--- src/rtl/fwd_scoreboard.sv ---
// Operand-forwarding and load-use hazard scoreboard for the decode stage.
// Tracks in-flight register writers over DEPTH stages and selects the youngest producer per source.
module fwd_scoreboard #(
   parameter int unsigned REG_AW     = 5,
   parameter int unsigned DATA_W     = 32,
   parameter int unsigned NSRC       = 2,
   parameter int unsigned DEPTH      = 3,
   parameter int unsigned LOAD_STAGE = 2,
   parameter int unsigned CNT_W      = 16,
   localparam int unsigned SEL_W     = $clog2(DEPTH + 1)
) (
   input  logic                     CLK,
   input  logic                     nRST,
   input  logic                     pipe_en,
   input  logic                     flush,
   input  logic                     cnt_clr,
   input  logic                     id_valid,
   input  logic                     id_regwr,
   input  logic                     id_load,
   input  logic [REG_AW-1:0]        id_rd,
   input  logic [NSRC*REG_AW-1:0]   id_src,
   input  logic [NSRC-1:0]          id_src_used,
   input  logic [NSRC*DATA_W-1:0]   rf_data,
   input  logic [DEPTH*DATA_W-1:0]  stage_data,
   output logic [NSRC*DATA_W-1:0]   opnd_data,
   output logic [NSRC*SEL_W-1:0]    fwd_sel,
   output logic                     stall,
   output logic [CNT_W-1:0]         stall_cnt,
   output logic [SEL_W-1:0]         inflight
);

   logic [DEPTH:1]             ent_valid;
   logic [DEPTH:1]             ent_load;
   logic [DEPTH:1][REG_AW-1:0] ent_rd;
   logic [NSRC-1:0]            hazard;
   logic                       alloc;

   // Per-source priority chain: walk from the oldest stage towards stage 1 so the youngest match wins.
   for (genvar i = 0; i < NSRC; i++) begin : gen_src
      logic [REG_AW-1:0] src;
      logic [SEL_W-1:0]  pick [1:DEPTH+1];
      logic              hz   [1:DEPTH+1];
      logic [DATA_W-1:0] val  [1:DEPTH+1];

      assign src          = id_src[i*REG_AW +: REG_AW];
      assign pick[DEPTH+1] = '0;
      assign hz[DEPTH+1]   = 1'b0;
      assign val[DEPTH+1]  = rf_data[i*DATA_W +: DATA_W];

      for (genvar k = 1; k <= DEPTH; k++) begin : gen_stage
         localparam bit EARLY = (k < LOAD_STAGE);
         logic m;
         assign m       = id_src_used[i] && ent_valid[k] && (ent_rd[k] == src) && (src != '0);
         assign pick[k] = m ? SEL_W'(k) : pick[k+1];
         assign hz[k]   = m ? (ent_load[k] && EARLY) : hz[k+1];
         assign val[k]  = m ? stage_data[(k-1)*DATA_W +: DATA_W] : val[k+1];
      end

      // A hazarded source falls back to the register file; its value is ignored while stalled.
      assign hazard[i]                    = hz[1];
      assign fwd_sel[i*SEL_W +: SEL_W]    = hz[1] ? '0 : pick[1];
      assign opnd_data[i*DATA_W +: DATA_W] = hz[1] ? rf_data[i*DATA_W +: DATA_W] : val[1];
   end

   assign stall    = id_valid && (|hazard) && !flush;
   assign alloc    = id_valid && id_regwr && (id_rd != '0) && !stall && !flush;
   assign inflight = SEL_W'($countones(ent_valid));

   // Writer pipeline: stage 1 receives decode (or a bubble), the last stage retires.
   always_ff @(posedge CLK or negedge nRST) begin
      if (!nRST) begin
         ent_valid <= '0;
         ent_load  <= '0;
         ent_rd    <= '0;
      end else if (pipe_en) begin
         ent_valid <= {ent_valid[DEPTH-1:1], alloc};
         ent_load  <= {ent_load[DEPTH-1:1], id_load};
         ent_rd    <= {ent_rd[DEPTH-1:1], id_rd};
      end
   end

   // Lost issue slots; clear wins, saturates at all-ones.
   always_ff @(posedge CLK or negedge nRST) begin
      if (!nRST) begin
         stall_cnt <= '0;
      end else if (cnt_clr) begin
         stall_cnt <= '0;
      end else if (stall && pipe_en && (stall_cnt != {CNT_W{1'b1}})) begin
         stall_cnt <= stall_cnt + CNT_W'(1);
      end
   end

endmodule

--- config.mk ---
export PLATFORM = sky130hd
export DESIGN_NAME = fwd_scoreboard
export DESIGN_NICKNAME = d
export VERILOG_FILES = /design/src/rtl/fwd_scoreboard.sv
export SDC_FILE = /design/constraint.sdc
export NUM_CORES = 1
export LEC_CHECK = 0
export BUFFER_PORTS_ARGS = -buffer_cell sky130_fd_sc_hd__clkbuf_2
export CAP_MARGIN = 20
export CORE_MARGIN = 4
export CORE_UTILIZATION = 40
export DETAILED_ROUTE_END_ITERATION = 12
export PLACE_DENSITY = 0.73
export SLEW_MARGIN = 10
export SYNTH_ARGS = -nofsm -noshare
export SYNTH_HDL_FRONTEND = slang
export SYNTH_SLANG_ARGS = --single-unit
--- constraint.sdc ---
create_clock -name CLK -period 3.31 [get_ports CLK]
set_input_delay 0.331 -clock CLK [delete_from_list [all_inputs] [get_ports CLK]]
set_output_delay 0.331 -clock CLK [all_outputs]
set_load 0.02 [all_outputs]
==> flow_summary_export.csv, run 1 <==
group,metric,value,unit
final_layout,utilization,0.5545,
timing,max_freq,312.3,MHz
timing,fin_skew,0.004975,ns
clock_tree,cts.repair.resized,0,
logic_synthesis,ys_types,47,
power,leakage,3.167,nW
drt,ant_nets,0,
timing,fin_crit_sh,0.9674,
place,io_buffers,271,
final_layout,final_cells,932,
drt,dr.pass1.iters,5,
logic_synthesis,synth_top_family_by_area,"simple AND/OR/NAND/NOR gates",
clock_tree,clock_path_buffers,2,
final_layout,final_common_cell,"clkbuf_2",
run,max_cap_violations,0,
final_layout,n_fill_cell,1068,
clock_tree,clock-sinks,35,
timing,report.final.hold_viol_count,0,
clock_tree,insertion_delay,0.28,ns
place,dp_hpwl,14.71,mm
grt,grt_pass1_vias,5826,
setup_path,crit_type,"flop to primary output",
clock_tree,cts_root_buf,"clkbuf_16",
clock_tree,cts_made_buffers,5,
die,row_count,39,
logic_synthesis,syn-num-nets,739,
logic_synthesis,synth_compound_area_frac,0.2045,
grt,grt_max_degree,43,
timing,tns,0,ns
timing,setup_violations,0,
grt,globalRouteOverflowTotal,0,
logic_synthesis,syn-instance-count,552,
grt,grt_antenna_before_repair,2,
final_layout,nets,974,
die,start_util,0.4142,
grt,grt_first_pass_wirelength,31.19,mm
clock_tree,clk_pin_slew,0.06,ns
outcome,outcome,"completed",
clock_tree,cts.htree.levels,2,
setup_path,critPathRequiredTime,2.98,ns
logic_synthesis,synth.avg_cell_area,8.677,µm²
clock_tree,cts_hold_buf,0,
place,gp_congestion,0.9785,
setup_path,crit_path_start,"ent_rd[4]",
setup_path,crit_path_top_delay_cell,"nand2_2",
clock_tree,cts_setup_buffers,0,
logic_synthesis,ys_seq_elements,35,
logic_synthesis,ys_seq_area_frac,0.1829,
logic_synthesis,syn_area,4790,µm²
timing,layout_setup_ws,0.1079,ns
drt,vias,5934,
logic_synthesis,synth_fa_ha_area_frac,0.006792,
logic_synthesis,yosys.area_share.simple,0.2706,
final_layout,layout_common_cells,"clkbuf_2, mux2i_1, a221o_1",
logic_synthesis,synthMuxAreaShare,0.2134,
clock_tree,cts_tree,"built",
setup_path,start_kind,"flop",
drt,wl_per_cell,21.05,µm
setup_path,max_stage_delay,0.52,ns
timing,slew_viol_final,0,
logic_synthesis,synth_xor_area_frac,0.05486,
setup_path,crit_arrival,2.87,ns
min_path,hp-class,"input port to asynchronous set/reset pin",
drt,wl,19.61,mm
timing,relSlewSlack,0.3855,
die,dieWidth,117.4,µm
die,dieArea,13790,µm²
place,post-place-cells,922,
timing,holdWs,0.1798,ns
grt,grt_usage,0.2676,
die,fp.dieH,117.4,µm
logic_synthesis,yosysWarnings,0,
die,core_area,11560,µm²
place,preCtsSetupSlack,0.05135,ns
setup_path,r2r-start,"ent_rd[4]",
setup_path,cp_cell_sequence,"xor2_1, nor4_1, nand2_2, buf_12, mux2i_1, a221o_1, clkbuf_2",
setup_path,worst-path-max-fanout,20,
timing,worstMarginPinSlew,0.9218,ns
power,ir_drop,400.7,µV
setup_path,end_kind,"primary output",
final_layout,area_growth,33.88,%
die,pin_count,272,
drt,drc,0,
power,powerDensity,272.4,nW/µm²
timing,rsz0062_at_grt,"false",
drt,vias_per_cell,6.367,
final_layout,drive_above_1_share,0.4175,
drt,dr.first_iter.drc_count,681,
timing,min_period,3.202,ns
## path summary, 6_finish.rpt
kind                            endpoint  slack (ns)  depth (start not counted)
max                        opnd_data[49]        0.11                          7
max in group asynchronous    ent_load[1]        2.50                          1
max reg2reg                stall_cnt[10]        0.57                          7
min                         stall_cnt[9]        0.18                          1
min in group CLK               ent_rd[4]        0.30                          2
min reg2reg                   ent_rd[14]        0.62                          1
## area by class of cell
class | instances | area [µm²] | share of cell area
Antenna cell | 1 | 2.502 | 0.0003902
Clock buffer | 6 | 138.9 | 0.02166
Multi-Input combinational cell | 453 | 3649 | 0.5690
Inverter | 4 | 15.01 | 0.002341
Timing Repair Buffer | 288 | 1516 | 0.2365
Tap cell | 143 | 178.9 | 0.02790
Sequential cell | 35 | 877.1 | 0.1368
Clock inverter | 2 | 35.03 | 0.005463
## metal layers
| metal | global-route usage | up-vias | share of wire |
|---|---|---|---|
| met5 | 0 | - | 0.00061 |
| li1 | - | 2677 | - |
| met1 | 0.3258 | 2855 | 0.39 |
| met3 | 0.05534 | 57 | 0.080 |
| met2 | 0.4725 | 343 | 0.49 |
| met4 | 0.08504 | 2 | 0.036 |
## cells in the mapped netlist (all sizes together)
master | instances | share of area
and4 | 3 | 0.0055
fa | 1 | 0.0042
nand3b | 1 | 0.0016
nand4 | 45 | 0.059
dfrtp | 35 | 0.18
nand2 | 11 | 0.0086
xnor2 | 4 | 0.0073
nor2 | 25 | 0.020
and3 | 5 | 0.0065
nor3 | 3 | 0.0042
or4 | 4 | 0.0063
o21ai | 32 | 0.033
o21bai | 2 | 0.0031
nand3 | 39 | 0.041
and3b | 1 | 0.0018
a21oi | 14 | 0.015
nand2b | 3 | 0.0039
nor3b | 2 | 0.0065
buf | 29 | 0.039
inv | 4 | 0.0031
clkbuf | 31 | 0.024
a2111oi | 1 | 0.0018
xor2 | 26 | 0.048
and2 | 5 | 0.0071
and4b | 1 | 0.0021
nor4 | 8 | 0.022
mux2i | 65 | 0.14
a21boi | 2 | 0.0031
mux2 | 33 | 0.078
a221o | 64 | 0.13
ha | 1 | 0.0026
nand4b | 31 | 0.057
o22ai | 1 | 0.0013
a211oi | 5 | 0.0089
o31ai | 1 | 0.0044
nor2b | 14 | 0.018
## critical path, delay by kind of cell, from the launching register on
kind            cells  cell delay [ns]
compound gates      1             0.30
xor+xnor            1             0.17
buf+inv             2             0.52
flops               1             0.44
mux                 1             0.13
simple gates        2             1.03
## kinds of logic (layout without fill, tap and decap cells)
family	count (synthesis)	in the layout
and+or+nand+nor	201	201
other	0	1
DFF	35	35
muxes	98	98
xor gates and xnor gates	30	30
adders and majority gates	2	2
AOI/OAI and AO/OA	122	122
buffers and inverters	64	300
## per-stage QoR
step / cell area (µm²) / power, mW
2_1_floorplan: 4790 / 0.8811
5_1_grt: 6412 / 1.815
3_5_place_dp: 6208 / 1.179
6_report: 6412 / 1.747
4_1_cts: 6382 / 1.740
3_3_place_gp: 6208 / 1.162
## flip-flops by register name (all words and copies together) (netlist names)
| name | count |
|---|---|
| ent_load | 1 |
| ent_rd | 15 |
| ent_valid | 3 |
| stall_cnt | 16 |
## power by group
group | switching [mW] | internal [mW] | leakage [nW]
Combinational | 0.377 | 0.285 | 2.63
Clock | 0.187 | 0.375 | 0.0869
Sequential | 0.0633 | 0.460 | 0.451
Total | 0.628 | 1.12 | 3.17
No activity file was read; power rests on OpenSTA's default activity.
==> inputs of run 2 (changes only) <==
--- a/config.mk
+++ b/config.mk
@@ -11,6 +11,7 @@
 export CORE_UTILIZATION = 40
 export DETAILED_ROUTE_END_ITERATION = 12
 export PLACE_DENSITY = 0.73
+export SETUP_SLACK_MARGIN = 0.3
 export SLEW_MARGIN = 10
 export SYNTH_ARGS = -nofsm -noshare
 export SYNTH_HDL_FRONTEND = slang
==> run 2 against run 1 <==
  * Clock power rose by 0.7%
  * Critical path depth increased by 1
  * Critical path type unchanged
  * First-iteration DRC count grew 23%
  * Highest routed layer unchanged
  * Die area unchanged
  * Core utilization is 1.3 points higher
  * Global-route usage grew 1.0 points
==> flow_summary_export.csv, run 2 (synthesis gave the netlist of run 1 again) <==
group,metric,value,unit
outcome,outcome,"completed",
clock_tree,cts_root_buf,"clkbuf_16",
min_path,hp-class,"input port to asynchronous set/reset pin",
grt,globalRouteOverflowTotal,0,
timing,fin_crit_sh,0.8900,
power,p_switching,0.6407,mW
place,dp_hpwl,14.71,mm
setup_path,crit_type,"flop to primary output",
die,fp.dieH,117.4,µm
final_layout,top_regs,"stall_cnt: 16 flops, ent_rd: 15 flops, ent_valid: 3 flops",
die,row_count,39,
power,leakage,3.227,nW
power,powerDensity,269.0,nW/µm²
final_layout,drive_above_1_share,0.4277,
setup_path,worst-path-max-fanout,33,
drt,ant_nets,0,
final_layout,largest_reg_flops,16,
final_layout,design_area,6558,µm²
drt,vias_per_cell,6.445,
timing,rsz0062_at_grt,"false",
timing,tns,0,ns
power,pwr-share-seq,0.297,
timing,relSlewSlack,0.3847,
place,io_buffers,271,
setup_path,critPathRequiredTime,2.98,ns
final_layout,layout_common_cells,"clkbuf_2, mux2i_1, a221o_1",
power,clkPwrFrac,0.321,
final_layout,final_common_cell,"clkbuf_2",
clock_tree,clk_pin_slew,0.06,ns
grt,grt_antenna_before_repair,2,
drt,dr.pass1.iters,6,
drt,vias,6052,
clock_tree,cts_made_buffers,5,
die,core_area,11560,µm²
timing,worstMarginPinSlew,0.9230,ns
power,combPwrFrac,0.382,
grt,grt_max_degree,43,
power,switching_share,0.3632,
timing,max_freq,339.5,MHz
setup_path,end_kind,"primary output",
drt,wl,20.63,mm
timing,slew_viol_final,0,
die,dieWidth,117.4,µm
final_layout,final_cells,939,
drt,drc,0,
die,dieArea,13790,µm²
grt,grt_pass1_vias,5893,
final_layout,area_growth,36.91,%
die,start_util,0.4142,
place,placed_cell_area,6208,µm²
timing,min_period,2.946,ns
clock_tree,insertion_delay,0.29,ns
place,gp_congestion,0.9785,
grt,grt_usage,0.2778,
timing,fin_skew,0.006983,ns
grt,grt_first_pass_wirelength,31.99,mm
place,post-place-cells,922,
setup_path,crit_arrival,2.61,ns
final_layout,nets,981,
drt,wl_per_cell,21.96,µm
clock_tree,clock_path_buffers,2,
timing,report.final.hold_viol_count,0,
timing,setup_violations,0,
power,p_int,1.123,mW
clock_tree,cts.htree.levels,2,
clock_tree,clock-sinks,35,
final_layout,top_register,"stall_cnt",
setup_path,start_kind,"flop",
drt,dr.first_iter.drc_count,838,
power,ir_drop,401.5,µV
run,max_cap_violations,0,
die,pin_count,272,
clock_tree,cts_tree,"built",
[run 2: cell types whose count changed in the layout (fill, tap and decap cells not counted), sizes merged]
cell and delta:
o31ai +1, clkbuf +1, buf +5
[run 2: area by class of cell]
| cell class | count | area, µm² |
|---|---|---|
| diodes | 1 | 2.502 |
| fillers | 1054 | 5007 |
| multi-input cells | 454 | 3690 |
| well taps | 143 | 178.9 |
| flip-flops and latches | 35 | 877.1 |
| clock buffers | 6 | 138.9 |
| inverters | 4 | 15.01 |
| repair buffers | 294 | 1620 |
| clock inverters | 2 | 35.03 |
[run 2: timing repair]
item | in CTS | in global routing
endpoints found under the setup margin | 51 | 66
pin swaps | 2 | 1
gates resized for setup | 10 | 11
cloned | 1 | 1
hold buffers | 0 | 0
setup buffers | 4 | 2
[run 2: critical path, cell delays in order (launching register included)]
cell and delay, ns:
dfrtp_1 0.45, xor2_1 0.22, a211oi_4 0.27, buf_6 0.31, nand3_2 0.25, o31ai_4 0.25, buf_4 0.26, a221o_1 0.15
clkbuf_2 0.16
[run 2: worst paths after layout]
check,startpoint,end,slack (ns),depth (start not counted)
setup / recovery,ent_rd[2],opnd_data[8],0.36,8
hold / removal,nRST,stall_cnt[9],0.18,1
setup reg to reg,ent_rd[2],stall_cnt[10],0.73,7
hold reg to reg,ent_rd[13],ent_rd[13],0.61,1
max in group asynchronous,nRST,ent_load[1],2.50,1
min in group CLK,id_rd[4],ent_rd[4],0.29,2
[run 2: power groups by stage]
stage	Combinational (mW)	Sequential, mW	Clock [mW]
final	0.675	0.523	0.566
after global routing	0.716	0.527	0.585
after CTS	0.662	0.521	0.562
after detailed placement	0.651	0.528	0
after global placement	0.635	0.528	0
after floorplan	0.384	0.497	0
[run 2: metal layers]
metal | track usage | part of all wire | wire length, µm | vias up
met4 | 0.1063 | 0.046 | 943 | 2
li1 | - | - | - | 2698
met2 | 0.4772 | 0.49 | 10030 | 399
met5 | 0 | 0.00058 | 12 | -
met1 | 0.3386 | 0.38 | 7839 | 2877
met3 | 0.06256 | 0.087 | 1801 | 76
[run 2: metrics by stage]
step	util	total power [mW]	setup WS, ns	hold slack [ns]
after global routing	0.5670	1.828	0.2727	0.2548
after global placement	0.5368	1.162	0.1717	0.4826
after detailed placement	0.5368	1.179	0.05135	0.5033
after floorplan	-	0.8811	1.089	0.03541
final	0.5670	1.764	0.3641	0.1805
after CTS	0.5601	1.746	0.3127	0.2054
==> inputs of run 3 (changes only) <==
--- a/config.mk
+++ b/config.mk
@@ -12,6 +12,7 @@
 export DETAILED_ROUTE_END_ITERATION = 12
 export PLACE_DENSITY = 0.73
 export SETUP_SLACK_MARGIN = 0.3
+export SKIP_CTS_REPAIR_TIMING = 1
 export SLEW_MARGIN = 10
 export SYNTH_ARGS = -nofsm -noshare
 export SYNTH_HDL_FRONTEND = slang
==> constraint.sdc (replaced) <==
create_clock -name CLK -period 3.31 [get_ports CLK]
set_input_delay 0.662 -clock CLK [delete_from_list [all_inputs] [get_ports CLK]]
set_output_delay 0.662 -clock CLK [all_outputs]
set_load 0.02 [all_outputs]
==> run 3 against run 2 <==
  * First-iteration DRC count is 7.4% lower
  * Die area stayed put
  * Design area is 8.7% higher
==> flow_summary_export.csv, run 3 (synthesis gave the netlist of run 1 again) <==
group,metric,value,unit
outcome,outcome,"completed",
power,ir_drop,318.1,µV
timing,fin_crit_sh,0.9509,
die,pin_count,272,
final_layout,final_common_cell,"clkbuf_2",
setup_path,critPathRequiredTime,2.65,ns
grt,grt_antenna_before_repair,2,
final_layout,layout_common_cells,"clkbuf_2, mux2i_1, a221o_1",
setup_path,reg2reg_depth,8,
drt,vias,6203,
final_layout,nets,1003,
grt,grt_first_pass_wirelength,30.61,mm
run,max_cap_violations,0,
timing,rsz0062_at_grt,"true",
drt,drc,0,
clock_tree,clock-sinks,35,
setup_path,crit_arrival,2.49,ns
place,dp_hpwl,14.85,mm
grt,grt_max_degree,38,
timing,relSlewSlack,0.3968,
final_layout,top_register,"stall_cnt",
drt,wl,21.50,mm
die,row_count,39,
min_path,hp-class,"input port to asynchronous set/reset pin",
setup_path,end_kind,"primary output",
grt,grt_usage,0.2626,
timing,fin_skew,0.004567,ns
drt,wl_per_cell,22.39,µm
timing,report.final.hold_viol_count,0,
die,fp.dieH,117.4,µm
timing,max_freq,317.7,MHz
power,p_switching,0.6230,mW
drt,dr.first_iter.drc_count,776,
power,pwr-share-seq,0.285,
clock_tree,cts_tree,"built",
final_layout,drive_above_1_share,0.4485,
clock_tree,insertion_delay,0.27,ns
setup_path,worst-path-max-fanout,17,
timing,holdWs,0.5108,ns
die,core_area,11560,µm²
setup_path,crit_path_top_delay_cell,"nor4_1",
power,powerDensity,249.7,nW/µm²
timing,tns,0,ns
place,post-place-cells,930,
setup_path,crit_type,"input port to primary output",
final_layout,area_growth,48.77,%
drt,dr.pass1.iters,8,
setup_path,start_kind,"input port",
power,p_int,1.156,mW
die,start_util,0.4142,
drt,ant_nets,0,
timing,slew_viol_final,0,
place,io_buffers,271,
place,gp_congestion,0.9880,
power,switching_share,0.3502,
timing,setup_violations,0,
power,clkPwrFrac,0.292,
clock_tree,cts_made_buffers,5,
final_layout,largest_reg_flops,16,
grt,grt_pass1_vias,5888,
final_layout,final_cells,960,
timing,min_period,3.147,ns
die,dieArea,13790,µm²
clock_tree,clock_path_buffers,2,
drt,vias_per_cell,6.461,
setup_path,cp_cell_sequence,"buf_2, xor2_1, nor4_1, and4_4, nor3b_4, buf_4, buf_12, a221o_1, clkbuf_2",
grt,globalRouteOverflowTotal,0,
power,leakage,3.455,nW
clock_tree,clk_pin_slew,0.05,ns
clock_tree,cts_root_buf,"clkbuf_16",
die,dieWidth,117.4,µm
clock_tree,cts.htree.levels,2,
final_layout,top_regs,"stall_cnt: 16 flops, ent_rd: 15 flops, ent_valid: 3 flops",
setup_path,max_stage_delay,0.35,ns
power,combPwrFrac,0.423,
timing,worstMarginPinSlew,0.9048,ns
run 3: cell types whose count changed in the layout (fill, tap and decap cells not counted), sizes merged:
cell and delta:
buf +59, clkbuf -36, clkinv -1, o31ai -1
run 3: power by group through the flow:
stage	Clock [mW]	Sequential, mW	Combinational (mW)
after floorplan	0	0.497	0.384
after global placement	0	0.510	0.662
after detailed placement	0	0.511	0.674
after CTS	0.528	0.505	0.679
after global routing	0.546	0.511	0.795
final	0.520	0.507	0.753
run 3: path summary, 6_finish.rpt:
check	from	to	slack, ns
setup / recovery	id_src[2]	opnd_data[18]	0.16
hold / removal	nRST	stall_cnt[0]	0.51
setup reg to reg	ent_rd[4]	stall_cnt[10]	0.95
hold reg to reg	ent_rd[13]	ent_rd[13]	0.58
max in group asynchronous	nRST	ent_load[1]	2.17
min in group CLK	ent_rd[13]	ent_rd[13]	0.58
run 3: per-layer routing:
metal,share of wire,global-route usage,vias to the layer above
met4,0.049,0.1048,2
li1,-,-,2741
met3,0.084,0.05871,76
met1,0.38,0.3007,2977
met5,0.00037,0,-
met2,0.49,0.4729,407
run 3: through the flow:
stage	cell area, µm²	utilization	worst slack (ns)	power (mW)
detailed placement	6331	0.5474	0.05943	1.186
floorplan	4790	-	0.4890	0.8811
CTS	6490	0.5612	0.03527	1.711
finish	7126	0.6161	0.1626	1.779
global route	7126	0.6161	0.09159	1.852
global placement	6331	0.5474	0.1214	1.172
run 3: worst max-delay path: cells and delay by family:
kind                   cells  cell delay, ns
AO/OA/AOI/OAI              1            0.18
XOR/XNOR                   1            0.15
buffers and inverters      4            0.63
AND/OR/NAND/NOR            3            0.85
run 3: final cells by class:
| cell class | count | area (µm²) |
|---|---|---|
| diodes | 1 | 2.502 |
| clock buffers | 6 | 128.9 |
| clock inverters | 1 | 30.03 |
| fillers | 950 | 4439 |
| inverters | 4 | 15.01 |
| multi-input cells | 453 | 3707 |
| flip-flops and latches | 35 | 878.3 |
| well taps | 143 | 178.9 |
| repair buffers | 317 | 2185 |
